==> src/rtl/vr_elastic_pipe_pkg.sv <==
// Shared types and helpers for the valid/ready elastic pipeline.
// Holds the default payload width, the slice state encoding and the occupancy width rule.
package vr_elastic_pipe_pkg;

   localparam int unsigned DEF_DATA_W = 8;

   typedef enum logic [1:0] {
      ST_EMPTY = 2'd0,
      ST_ONE   = 2'd1,
      ST_FULL  = 2'd2
   } slice_state_e;

   // Each slice holds at most two entries, so the count spans 0..2*stages.
   function automatic int unsigned occ_width(input int unsigned stages);
      return $clog2(2 * stages + 1);
   endfunction

endpackage

==> src/rtl/vr_skid_slice.sv <==
// One elastic pipeline stage: a 2-entry skid buffer with a registered ready,
// or a single register whose ready passes combinationally from downstream.
module vr_skid_slice
   import vr_elastic_pipe_pkg::*;
#(
   parameter int unsigned DATA_W    = DEF_DATA_W,
   parameter bit          REG_READY = 1'b1
) (
   input  logic              clk,
   input  logic              rst,
   input  logic              flush,
   input  logic              up_valid,
   input  logic [DATA_W-1:0] up_data,
   output logic              up_ready,
   output logic              dn_valid,
   output logic [DATA_W-1:0] dn_data,
   input  logic              dn_ready
);

   if (REG_READY) begin : g_skid
      slice_state_e      state, state_nxt;
      logic [DATA_W-1:0] main_data, skid_data;
      logic              rdy_q;
      logic              up_fire, dn_fire;
      logic              load_main, load_skid, shift_skid;

      assign up_fire = up_valid & rdy_q;
      assign dn_fire = (state != ST_EMPTY) & dn_ready;

      // rdy_q tracks "skid slot free after this edge", so it is low only in FULL.
      always_ff @(posedge clk) begin
         if (rst) begin
            state <= ST_EMPTY;
            rdy_q <= 1'b0;
         end else if (flush) begin
            state <= ST_EMPTY;
            rdy_q <= 1'b1;
         end else begin
            state <= state_nxt;
            rdy_q <= (state_nxt != ST_FULL);
         end
      end

      always_comb begin
         state_nxt = state;
         case (state)
            ST_EMPTY: if (up_fire) state_nxt = ST_ONE;
            ST_ONE: begin
               if (up_fire && !dn_fire)      state_nxt = ST_FULL;
               else if (!up_fire && dn_fire) state_nxt = ST_EMPTY;
            end
            ST_FULL:  if (dn_fire) state_nxt = ST_ONE;
            default:  state_nxt = ST_EMPTY;
         endcase
      end

      always_comb begin
         up_ready   = rdy_q;
         dn_valid   = (state != ST_EMPTY);
         dn_data    = main_data;
         load_main  = 1'b0;
         load_skid  = 1'b0;
         shift_skid = 1'b0;
         case (state)
            ST_EMPTY: load_main = up_fire;
            ST_ONE: begin
               load_main = up_fire & dn_fire;
               load_skid = up_fire & ~dn_fire;
            end
            ST_FULL:  shift_skid = dn_fire;
            default: ;
         endcase
      end

      always_ff @(posedge clk) begin
         if (rst) begin
            main_data <= '0;
            skid_data <= '0;
         end else if (!flush) begin
            if (load_main)       main_data <= up_data;
            else if (shift_skid) main_data <= skid_data;
            if (load_skid)       skid_data <= up_data;
         end
      end
   end else begin : g_reg
      logic              main_v;
      logic [DATA_W-1:0] main_data;
      logic              up_fire, dn_fire;

      assign up_ready = ~rst & (~main_v | dn_ready);
      assign up_fire  = up_valid & up_ready;
      assign dn_fire  = main_v & dn_ready;
      assign dn_valid = main_v;
      assign dn_data  = main_data;

      always_ff @(posedge clk) begin
         if (rst) begin
            main_v    <= 1'b0;
            main_data <= '0;
         end else begin
            if (flush)        main_v <= 1'b0;
            else if (up_fire) main_v <= 1'b1;
            else if (dn_fire) main_v <= 1'b0;
            if (up_fire && !flush) main_data <= up_data;
         end
      end
   end

endmodule

==> src/rtl/vr_elastic_pipe.sv <==
// Valid/ready elastic pipeline: STAGES chained slices plus a registered
// occupancy count and a synchronous flush shared by every slice.
module vr_elastic_pipe
   import vr_elastic_pipe_pkg::*;
#(
   parameter int unsigned DATA_W    = DEF_DATA_W,
   parameter int unsigned STAGES    = 2,
   parameter bit          REG_READY = 1'b1,
   parameter int unsigned OCC_W     = occ_width(STAGES)
) (
   input  logic              clk,
   input  logic              rst,
   input  logic              flush,
   input  logic              in_valid,
   input  logic [DATA_W-1:0] in_data,
   output logic              in_ready,
   output logic              out_valid,
   output logic [DATA_W-1:0] out_data,
   input  logic              out_ready,
   output logic [OCC_W-1:0]  occupancy
);

   logic in_fire, out_fire;

   // Per-stage link signals live in separate scopes so the combinational
   // ready chain of the register variant never loops through one vector.
   for (genvar g = 0; g < STAGES; g++) begin : g_stage
      logic              up_valid, up_ready, dn_valid, dn_ready;
      logic [DATA_W-1:0] up_data, dn_data;

      if (g == 0) begin : g_src
         assign up_valid = in_valid;
         assign up_data  = in_data;
      end else begin : g_link
         assign up_valid = g_stage[g-1].dn_valid;
         assign up_data  = g_stage[g-1].dn_data;
      end

      if (g == STAGES - 1) begin : g_snk
         assign dn_ready = out_ready;
      end else begin : g_bp
         assign dn_ready = g_stage[g+1].up_ready;
      end

      vr_skid_slice #(
         .DATA_W   (DATA_W),
         .REG_READY(REG_READY)
      ) u_slice (
         .clk     (clk),
         .rst     (rst),
         .flush   (flush),
         .up_valid(up_valid),
         .up_data (up_data),
         .up_ready(up_ready),
         .dn_valid(dn_valid),
         .dn_data (dn_data),
         .dn_ready(dn_ready)
      );
   end

   assign in_ready  = g_stage[0].up_ready;
   assign out_valid = g_stage[STAGES-1].dn_valid;
   assign out_data  = g_stage[STAGES-1].dn_data;

   assign in_fire  = in_valid & in_ready;
   assign out_fire = out_valid & out_ready;

   always_ff @(posedge clk) begin
      if (rst || flush) occupancy <= '0;
      else              occupancy <= occupancy + OCC_W'(in_fire) - OCC_W'(out_fire);
   end

endmodule

==> config.mk <==
export PLATFORM = sky130hd
export DESIGN_NAME = vr_elastic_pipe
export DESIGN_NICKNAME = d
export VERILOG_FILES = /design/src/rtl/vr_elastic_pipe_pkg.sv /design/src/rtl/vr_skid_slice.sv /design/src/rtl/vr_elastic_pipe.sv
export SDC_FILE = /design/constraint.sdc
export NUM_CORES = 1
export LEC_CHECK = 0
export CAP_MARGIN = 20
export CORE_ASPECT_RATIO = 0.6
export CORE_MARGIN = 3
export CORE_UTILIZATION = 32
export DETAILED_ROUTE_END_ITERATION = 12
export SLEW_MARGIN = 40
export SYNTH_ARGS = -nofsm -noshare
export SYNTH_HDL_FRONTEND = slang
export SYNTH_SLANG_ARGS = --single-unit
==> constraint.sdc <==
create_clock -name clk -period 3.3 [get_ports clk]
set_clock_uncertainty 0.1 [all_clocks]
set_input_delay 0.33 -clock clk [delete_from_list [all_inputs] [get_ports clk]]
set_output_delay 0.33 -clock clk [all_outputs]
set_load 0.05 [all_outputs]
==> results of run 1 <==
-- state kept, by name (all words and copies together) (netlist names) --
name / flops
g_stage.u_slice.g_skid.skid_data: 16
g_stage.u_slice.up_ready: 2
g_stage.u_slice.dn_data: 16
g_stage.u_slice.g_skid.state: 4
occupancy: 3
-- worst max-delay path, delay by kind of cell (launching register included) --
kind / cells / cell delay (ns)
flops: 1 / 0.42
fa+ha+maj: 3 / 0.82
simple gates: 3 / 0.56
buf+inv: 1 / 0.04
xor+xnor: 2 / 0.32
-- per-stage QoR --
stage	hold slack (ns)	power (mW)
3_5_place_dp	0.3875	0.6251
3_3_place_gp	0.3732	0.6246
4_1_cts	0.4080	1.113
2_1_floorplan	0.3071	0.5866
6_report	0.3999	1.100
5_1_grt	0.4415	1.145
-- power by group through the flow --
stage	logic (mW)	clock network (mW)	registers [mW]
after floorplan	0.0469	0	0.540
after global placement	0.0982	0	0.526
after detailed placement	0.0986	0	0.527
after CTS	0.0994	0.498	0.515
after global routing	0.107	0.521	0.517
final	0.0983	0.487	0.515
-- final cells by class --
cell class	count	share of cell area [%]
Clock inverter	3	2.957
Multi-Input combinational cell	126	42.47
Timing Repair Buffer	27	11.40
Sequential cell	41	35.27
Tap cell	77	4.140
Clock buffer	5	2.957
Inverter	5	0.8065
-- Yosys cell counts (all sizes together) --
| cell type | number | area share (%) |
|---|---|---|
| nand3 | 1 | 0.27 |
| nand4bb | 1 | 0.61 |
| or2 | 2 | 0.67 |
| nor4b | 1 | 0.47 |
| clkbuf | 4 | 0.81 |
| nand3b | 1 | 0.40 |
| xnor2 | 2 | 0.94 |
| or3b | 1 | 0.47 |
| nand4b | 1 | 0.47 |
| o41ai | 1 | 1.5 |
| nand2b | 1 | 0.34 |
| a211oi | 17 | 9.0 |
| o31a | 1 | 0.47 |
| o21a | 1 | 0.40 |
| nor2b | 1 | 0.34 |
| nor2 | 19 | 3.8 |
| a21oi | 11 | 3.0 |
| a21o | 1 | 0.47 |
| mux2i | 32 | 17 |
| nor3 | 5 | 2.2 |
| ha | 2 | 1.3 |
| buf | 5 | 1.3 |
| and2 | 4 | 1.3 |
| inv | 5 | 1.0 |
| o21ai | 10 | 3.1 |
| nand2 | 4 | 0.81 |
| dfxtp | 41 | 44 |
| a21boi | 1 | 0.40 |
| o211ai | 1 | 0.40 |
| and2b | 1 | 0.40 |
| fa | 1 | 1.1 |
| nor4 | 1 | 0.34 |
| o2bb2a | 1 | 0.54 |
-- final timing paths --
| path | endpoint | slack (ns) | cells after the start |
|---|---|---|---|
| min reg2reg | g_stage[0].u_slice.g_skid.skid_data[5]$_SDFFE_PP0P_ | 0.40 | 2 |
| max | occupancy[2]$_SDFF_PP0_ | 0.91 | 9 |
| max reg2reg | occupancy[2]$_SDFF_PP0_ | 0.91 | 9 |
| min | g_stage[0].u_slice.g_skid.skid_data[5]$_SDFFE_PP0P_ | 0.40 | 2 |
-- routing by layer --
metal	track usage, %	vias up	wire, um
met4	1.990	0	16
met3	3.980	2	169
met1	16.55	636	2024
met2	16.72	26	1464
met5	0	-	0
li1	-	707	-
-- cell families after synthesis --
| family | Yosys count | synth area share, % |
|---|---|---|
| flip-flops | 41 | 44.12 |
| multiplexers | 32 | 17.22 |
| adder cells (fa/ha/maj) | 3 | 2.421 |
| AND/OR/NAND/NOR | 44 | 12.98 |
| XOR/XNOR | 2 | 0.9417 |
| AO/OA/AOI/OAI | 45 | 19.23 |
| buffers and inverters | 14 | 3.093 |
==> results.sh, run 1 <==
export IMPL_dpl_cell_count=276
export IMPL_synth_net_count=197
export IMPL_htree_levels=2
export IMPL_utilization_pct=43.66
export IMPL_dieArea_mm2=0.006795
export IMPL_detail_route_antenna_nets=0
export IMPL_core_area_mm2=0.005330
export IMPL_firstDrtPassIters=4
export IMPL_finalHoldViolCount=0
export IMPL_antenna_found_initial=0
export IMPL_setup_worst_path_end_class="flop"
export IMPL_io_pins=26
export IMPL_yosys_warnings=0
export IMPL_cts_root_buf="clkbuf_8"
export IMPL_slowest_delay_ns=0.42
export IMPL_reg2reg_from="g_stage[1].u_slice.g_skid.state[1]$_SDFF_PP0_"
export IMPL_worst_slack_ns=0.9082
export IMPL_multiInputGateArea_um2=988.4
export IMPL_critPathKind="flop to flop"
export IMPL_min_period_over_period_pct=72.48
export IMPL_cts_tree="yes"
export IMPL_arrival_ns=2.44
export IMPL_min_delay_start="g_stage[0].u_slice.g_skid.skid_data[5]$_SDFFE_PP0P_"
export IMPL_clkSlewWorstSetupHoldPaths_ns=0.09
export IMPL_crit_chain="or2_2 > and2_1 > ha_1 > inv_1 > ha_1 > fa_1 > xnor2_1 > xnor2_1 > nor3_1"
export IMPL_n_antenna_cell=0
export IMPL_drive_gt1_share_pct=13.53
export IMPL_start_kind="flop"
export IMPL_max_vdd_ir_drop_v=0.0002408
export IMPL_initial_core_util_pct=34.91
export IMPL_grt_pass1_wl_um=6327
export IMPL_tightest_slew_ns=0.7744
export IMPL_drv_slew=0
export IMPL_p_sw_share_pct=22.57
export IMPL_insertion_delay_ns=0.29
export IMPL_via_per_inst=4.827
export IMPL_dp_slack_ns=0.7689
export IMPL_finalInstanceArea_mm2=0.002327
export IMPL_switchingPower_mw=0.2482
export IMPL_cpMaxStageDelayCell="dfxtp_1"
export IMPL_drt_total_wl_um=3675
export IMPL_globalplace_congestion=0.7774
export IMPL_cts_setup_buffers=0
export IMPL_regArea_um2=820.8
export IMPL_power_share_clock_pct=44.3
export IMPL_drcViolationCount=0
export IMPL_final_cell_mix="dfxtp_1 (41), mux2i_1 (32), clkdlybuf4s50_1 (25)"
export IMPL_finalCriticalPeriod_ns=2.392
export IMPL_ys_seq_area_share_pct=44.12
export IMPL_cts_sinks=41
export IMPL_worstHoldPathType="flop to flop"
export IMPL_required_ns=3.35
export IMPL_portBuffers=25
export IMPL_core_rowCount=20
export IMPL_finalNetCount=222
export IMPL_fmax_mhz=418.1
export IMPL_timing_setup_tns_ns=0
export IMPL_synth_cell_types=38
export IMPL_status="completed"
export IMPL_final_common_cell="dfxtp_1"
export IMPL_p_per_area_mw_per_mm2=472.5
export IMPL_die_h_um=65.07
export IMPL_routedWlPerCell_um=12.94
export IMPL_syn_cell_area_mm2=0.001861
export IMPL_seqPwrFrac_pct=46.8
export IMPL_yosys_register_bits=41
export IMPL_vias=1371
export IMPL_fill_cells=530
export IMPL_p_leak_nw=0.8660
export IMPL_clockBufferDepth=2
export IMPL_intPower_mw=0.8515
export IMPL_path_max_fanout=9
export IMPL_dr_first_iter_drc_count=30
export IMPL_p_comb_share_pct=8.9
export IMPL_setup_viol=0
export IMPL_startpoint="g_stage[1].u_slice.g_skid.state[1]$_SDFF_PP0_"
export IMPL_post_dp_cell_area_mm2=0.002190
export IMPL_relSlewSlack_pct=48.20
export IMPL_area_growth_syn_to_layout_pct=25.08
export IMPL_avgSynthCellArea_um2=10.28
export IMPL_cts_hold_repair_buffers=0
export IMPL_track_usage_pct=11.52
export IMPL_synth_cells=181
export IMPL_layout_cells_non_filler=284
export IMPL_rsz0062_at_grt="no"
export IMPL_maxCapViolCount=0
export IMPL_cts_repair_resized=0
export IMPL_die_w_um=104.4
export IMPL_first_global_vias=1345
export IMPL_gr_total_overflow=0
export IMPL_hpwl_um=2681
export IMPL_grt_max_degree=19
export IMPL_cts_made_buffers=5
Power figures use the tool's default switching activity.
==> inputs of run 2 (changes only) <==
==> constraint.sdc (replaced) <==
create_clock -name clk -period 2.2 [get_ports clk]
set_clock_uncertainty 0.1 [all_clocks]
set_input_delay 0.22 -clock clk [delete_from_list [all_inputs] [get_ports clk]]
set_output_delay 0.22 -clock clk [all_outputs]
set_load 0.05 [all_outputs]
==> results.sh, run 2 (same netlist as run 1, synthesis figures left out) <==
export IMPL_layout_cells_non_filler=294
export IMPL_drv_slew=0
export IMPL_status="completed"
export IMPL_rrSetupSlack_ns=0.1
export IMPL_htree_levels=2
export IMPL_min_period_over_period_pct=95.55
export IMPL_power_total_mw=1.442
export IMPL_post_dp_cell_area_mm2=0.002286
export IMPL_ff2ff_path_depth=9
export IMPL_crit_path_end="occupancy[2]$_SDFF_PP0_"
export IMPL_hpwl_um=2795
export IMPL_cts_hold_repair_buffers=0
export IMPL_path_max_fanout=3
export IMPL_finalCriticalPeriod_ns=2.102
export IMPL_max_vdd_ir_drop_v=0.0002641
export IMPL_start_kind="flop"
export IMPL_clockBufferDepth=2
export IMPL_min_delay_start="g_stage[0].u_slice.g_skid.skid_data[4]$_SDFFE_PP0P_"
export IMPL_timing_setup_tns_ns=0
export IMPL_insertion_delay_ns=0.29
export IMPL_holdWs_ns=0.3986
export IMPL_relSlewSlack_pct=57.08
export IMPL_p_per_area_mw_per_mm2=598.3
export IMPL_slowest_delay_ns=0.34
export IMPL_dieArea_mm2=0.006795
export IMPL_utilization_pct=45.21
export IMPL_cts_root_buf="clkbuf_8"
export IMPL_finalHoldViolCount=0
export IMPL_required_ns=2.32
export IMPL_firstDrtPassIters=4
export IMPL_startpoint="g_stage[1].u_slice.g_skid.state[0]$_SDFF_PP0_"
export IMPL_drcViolationCount=0
export IMPL_drive_gt1_share_pct=22.12
export IMPL_finalNetCount=232
export IMPL_arrival_ns=2.22
export IMPL_detail_route_antenna_nets=0
export IMPL_finalInstanceArea_mm2=0.002410
export IMPL_die_h_um=65.07
export IMPL_fmax_mhz=475.7
export IMPL_track_usage_pct=11.76
export IMPL_dr_first_iter_drc_count=49
export IMPL_setup_worst_path_end_class="flop"
export IMPL_initial_core_util_pct=34.91
export IMPL_globalplace_congestion=0.7388
export IMPL_via_per_inst=4.789
export IMPL_routedWlPerCell_um=13.00
export IMPL_core_area_mm2=0.005330
export IMPL_clkSlewWorstSetupHoldPaths_ns=0.08
export IMPL_die_w_um=104.4
export IMPL_p_leak_nw=0.9079
export IMPL_cts_made_buffers=5
export IMPL_dp_slack_ns=-0.03369
export IMPL_crit_chain="or2_4 > and2_4 > ha_4 > inv_2 > ha_4 > fa_2 > xnor2_2 > xnor2_1 > nor3_1"
export IMPL_cts_tree="yes"
export IMPL_cts_sinks=41
export IMPL_setup_viol=0
export IMPL_worstHoldPathType="flop to flop"
export IMPL_antenna_found_initial=0
export IMPL_grt_pass1_wl_um=6368
export IMPL_first_global_vias=1353
export IMPL_portBuffers=25
export IMPL_area_growth_syn_to_layout_pct=29.52
export IMPL_critPathKind="flop to flop"
export IMPL_gr_total_overflow=0
export IMPL_grt_max_degree=24
export IMPL_final_common_cell="dfxtp_1"
export IMPL_maxCapViolCount=0
export IMPL_crit_path_frequent_cell="ha_4"
export IMPL_worst_slack_ns=0.09779
export IMPL_io_pins=26
export IMPL_n_antenna_cell=0
export IMPL_fill_cells=522
export IMPL_drt_total_wl_um=3823
export IMPL_dpl_cell_count=285
export IMPL_reg2reg_to="occupancy[2]$_SDFF_PP0_"
export IMPL_vias=1408
export IMPL_reg2reg_from="g_stage[1].u_slice.g_skid.state[0]$_SDFF_PP0_"
export IMPL_cpMaxStageDelayCell="dfxtp_2"
export IMPL_core_rowCount=20
export IMPL_tightest_slew_ns=0.6415
export IMPL_final_cell_mix="dfxtp_1 (38), mux2i_1 (32), clkdlybuf4s50_1 (24)"
-- run 2: worst min path at each step --
stage / slack (ns) / cells after the start / to
after floorplan: 0.20 / 1 / g_stage[1].u_slice.g_skid.state[1]$_SDFF_PP0_
after global placement: 0.37 / 2 / g_stage[1].u_slice.g_skid.skid_data[4]$_SDFFE_PP0P_
after CTS: 0.40 / 2 / g_stage[1].u_slice.g_skid.skid_data[3]$_SDFFE_PP0P_
after detailed placement: 0.38 / 2 / g_stage[1].u_slice.g_skid.skid_data[3]$_SDFFE_PP0P_
after global routing: 0.44 / 2 / g_stage[0].u_slice.g_skid.skid_data[4]$_SDFFE_PP0P_
final: 0.40 / 2 / g_stage[0].u_slice.g_skid.skid_data[4]$_SDFFE_PP0P_
-- run 2: per-layer routing --
metal	track usage, %	vias up	wire, um
li1	-	724	-
met1	16.14	646	1941
met2	17.44	36	1634
met3	4.279	2	237
met4	2.985	0	9
met5	0	-	0
-- run 2: power by group --
part           switching, mW  internal, mW  leakage, nW
combinational         0.0893        0.0735        0.526
sequential            0.0143         0.759        0.333
clock                  0.281         0.225       0.0481
total                  0.384          1.06        0.908
-- run 2: cell type report --
| cell class | instances | area (um^2) | share of cell area (%) |
|---|---|---|---|
| Clock buffer | 5 | 68.82 | 2.856 |
| Clock inverter | 3 | 22.52 | 0.9346 |
| Inverter | 5 | 18.77 | 0.7788 |
| Multi-Input combinational cell | 126 | 1028 | 42.68 |
| Sequential cell | 41 | 824.5 | 34.22 |
| Tap cell | 77 | 96.34 | 3.998 |
| Timing Repair Buffer | 37 | 350.3 | 14.54 |
-- run 2: what timing repair did --
| item | in CTS | in global routing |
|---|---|---|
| gates resized for setup | 0 | 5 |
| setup buffers | 0 | 1 |
| setup endpoints to repair | 0 | 1 |
-- run 2: worst max-delay path: cells and delay by family, from the launching register on --
| family | cells | cell delay (ns) |
|---|---|---|
| fa+ha+maj | 3 | 0.73 |
| buf+inv | 1 | 0.04 |
| flops | 1 | 0.34 |
| simple gates | 3 | 0.55 |
| xor+xnor | 2 | 0.26 |
==> inputs of run 3 (changes only) <==
--- a/config.mk
+++ b/config.mk
@@ -8,8 +8,10 @@
 export CAP_MARGIN = 20
 export CORE_ASPECT_RATIO = 0.6
 export CORE_MARGIN = 3
-export CORE_UTILIZATION = 32
+export CORE_UTILIZATION = 48
+export CTS_CLUSTER_SIZE = 28
 export DETAILED_ROUTE_END_ITERATION = 12
+export PLACE_DENSITY = 0.74
 export SLEW_MARGIN = 40
 export SYNTH_ARGS = -nofsm -noshare
 export SYNTH_HDL_FRONTEND = slang
==> results.sh, run 3 (same netlist as run 1, synthesis figures left out) <==
export IMPL_rsz0062_at_grt="no"
export IMPL_path_max_fanout=4
export IMPL_gr_total_overflow=0
export IMPL_finalHoldViolCount=0
export IMPL_routedWlPerCell_um=16.20
export IMPL_fmax_mhz=479.4
export IMPL_holdWs_ns=0.4005
export IMPL_finalCriticalPeriod_ns=2.086
export IMPL_tightest_slew_ns=0.7151
export IMPL_whs_path_depth=2
export IMPL_clockBufferDepth=2
export IMPL_core_area_mm2=0.003483
export IMPL_setup_viol=0
export IMPL_arrival_ns=2.16
export IMPL_dpl_cell_count=252
export IMPL_n_antenna_cell=0
export IMPL_relSlewSlack_pct=52.16
export IMPL_required_ns=2.28
export IMPL_globalplace_congestion=0.7715
export IMPL_antenna_found_initial=0
export IMPL_hpwl_um=3118
export IMPL_startpoint="g_stage[1].u_slice.g_skid.state[0]$_SDFF_PP0_"
export IMPL_cts_tree="yes"
export IMPL_maxCapViolCount=0
export IMPL_worstHoldPathType="flop to flop"
export IMPL_drt_total_wl_um=4211
export IMPL_layout_cells_non_filler=260
export IMPL_p_per_area_mw_per_mm2=666.5
export IMPL_firstDrtPassIters=4
export IMPL_via_per_inst=5.558
export IMPL_dieArea_mm2=0.004684
export IMPL_track_usage_pct=20.32
export IMPL_cts_made_buffers=5
export IMPL_p_leak_nw=0.9019
export IMPL_area_growth_syn_to_layout_pct=26.09
export IMPL_min_period_over_period_pct=94.82
export IMPL_dr_first_iter_drc_count=40
export IMPL_die_h_um=54.23
export IMPL_min_delay_start="g_stage[1].u_slice.g_skid.skid_data[1]$_SDFFE_PP0P_"
export IMPL_htree_levels=2
export IMPL_regArea_um2=823.3
export IMPL_reg2reg_from="g_stage[1].u_slice.g_skid.state[0]$_SDFF_PP0_"
export IMPL_core_rowCount=16
export IMPL_die_w_um=86.38
export IMPL_multiInputGateArea_mm2=0.001006
export IMPL_final_common_cell="dfxtp_1"
export IMPL_critPathKind="flop to flop"
export IMPL_finalNetCount=230
export IMPL_fill_cells=294
export IMPL_cts_root_buf="clkbuf_8"
export IMPL_insertion_delay_ns=0.30
export IMPL_start_kind="flop"
export IMPL_ff2ff_path_depth=9
export IMPL_status="completed"
export IMPL_cts_setup_buffers=0
export IMPL_clkSlewWorstSetupHoldPaths_ns=0.08
export IMPL_vias=1445
export IMPL_setup_worst_path_end_class="flop"
export IMPL_grt_pass1_wl_um=7024
export IMPL_drcViolationCount=0
export IMPL_detail_route_antenna_nets=0
export IMPL_portBuffers=25
export IMPL_cts_sinks=41
export IMPL_drv_slew=0
export IMPL_initial_core_util_pct=53.41
export IMPL_max_vdd_ir_drop_v=0.0003772
export IMPL_io_pins=26
export IMPL_grt_max_degree=23
export IMPL_final_cell_mix="dfxtp_1 (39), mux2i_1 (32), clkdlybuf4s50_1 (25)"
export IMPL_drive_gt1_share_pct=19.07
export IMPL_first_global_vias=1433
-- run 3: cell types whose count changed in the layout (fill, tap and decap cells not counted), sizes merged --
cell,previous run,this run
buf,13,10
clkbuf,5,7
bufinv,0,1
clkinv,3,0
clkdlybuf4s50,24,25
-- run 3: metal layers --
layer  global-route usage (%)  up-vias  wire length [um]
li1                         -      718                 -
met1                    26.18      689              2108
met2                    32.61       28              1853
met3                    5.263       10               167
met4                    9.326        0                81
met5                        0        -                 0
-- run 3: worst paths after layout --
kind | slack [ns] | endpoint
worst min-delay path | 0.40 | g_stage[1].u_slice.g_skid.skid_data[1]$_SDFFE_PP0P_
worst max-delay path | 0.11 | occupancy[2]$_SDFF_PP0_
worst min register to register | 0.40 | g_stage[1].u_slice.g_skid.skid_data[1]$_SDFFE_PP0P_
worst max register to register | 0.11 | occupancy[2]$_SDFF_PP0_
-- run 3: critical path: stages (launching register included) --
cell     delay [ns]
dfxtp_2        0.34
or2_4          0.23
and2_4         0.13
ha_1           0.26
inv_1          0.04
ha_2           0.16
fa_2           0.35
xnor2_2        0.14
xnor2_1        0.15
nor3_1         0.06
-- run 3: metrics by stage --
step / utilization [%] / worst slack (ns) / instance area (um^2) / power [mW] / TNS, ns
6_report: 67.35 / 0.1140 / 2346 / 1.564 / 0
5_1_grt: 67.35 / 0.006729 / 2346 / 1.620 / 0
4_1_cts: 67.31 / 0.04830 / 2345 / 1.578 / 0
3_5_place_dp: 63.97 / -0.06152 / 2228 / 0.9487 / -0.06152
3_3_place_gp: 63.97 / -0.01075 / 2228 / 0.9438 / -0.01075
2_1_floorplan: - / -0.1221 / 1889 / 0.8813 / -0.1221
-- run 3: final cells by class --
type                            count  share of cell area [%]
Multi-Input combinational cell    126                   42.88
Sequential cell                    41                   35.09
Timing Repair Buffer               35                   13.87
Clock buffer                        7                   3.680
Tap cell                           45                   2.400
Clock inverter                      1                   1.280
Inverter                            5                  0.8000
-- run 3: timing repair --
action                     in CTS  in global routing
setup endpoints to repair       0                  1
resized for setup               0                  1
hold buffers                    0                  0
-- run 3: where the power goes --
part,switching (mW),internal [mW]
registers,0.0160,0.759
clock network,0.261,0.370
logic,0.0886,0.0692
total,0.366,1.20
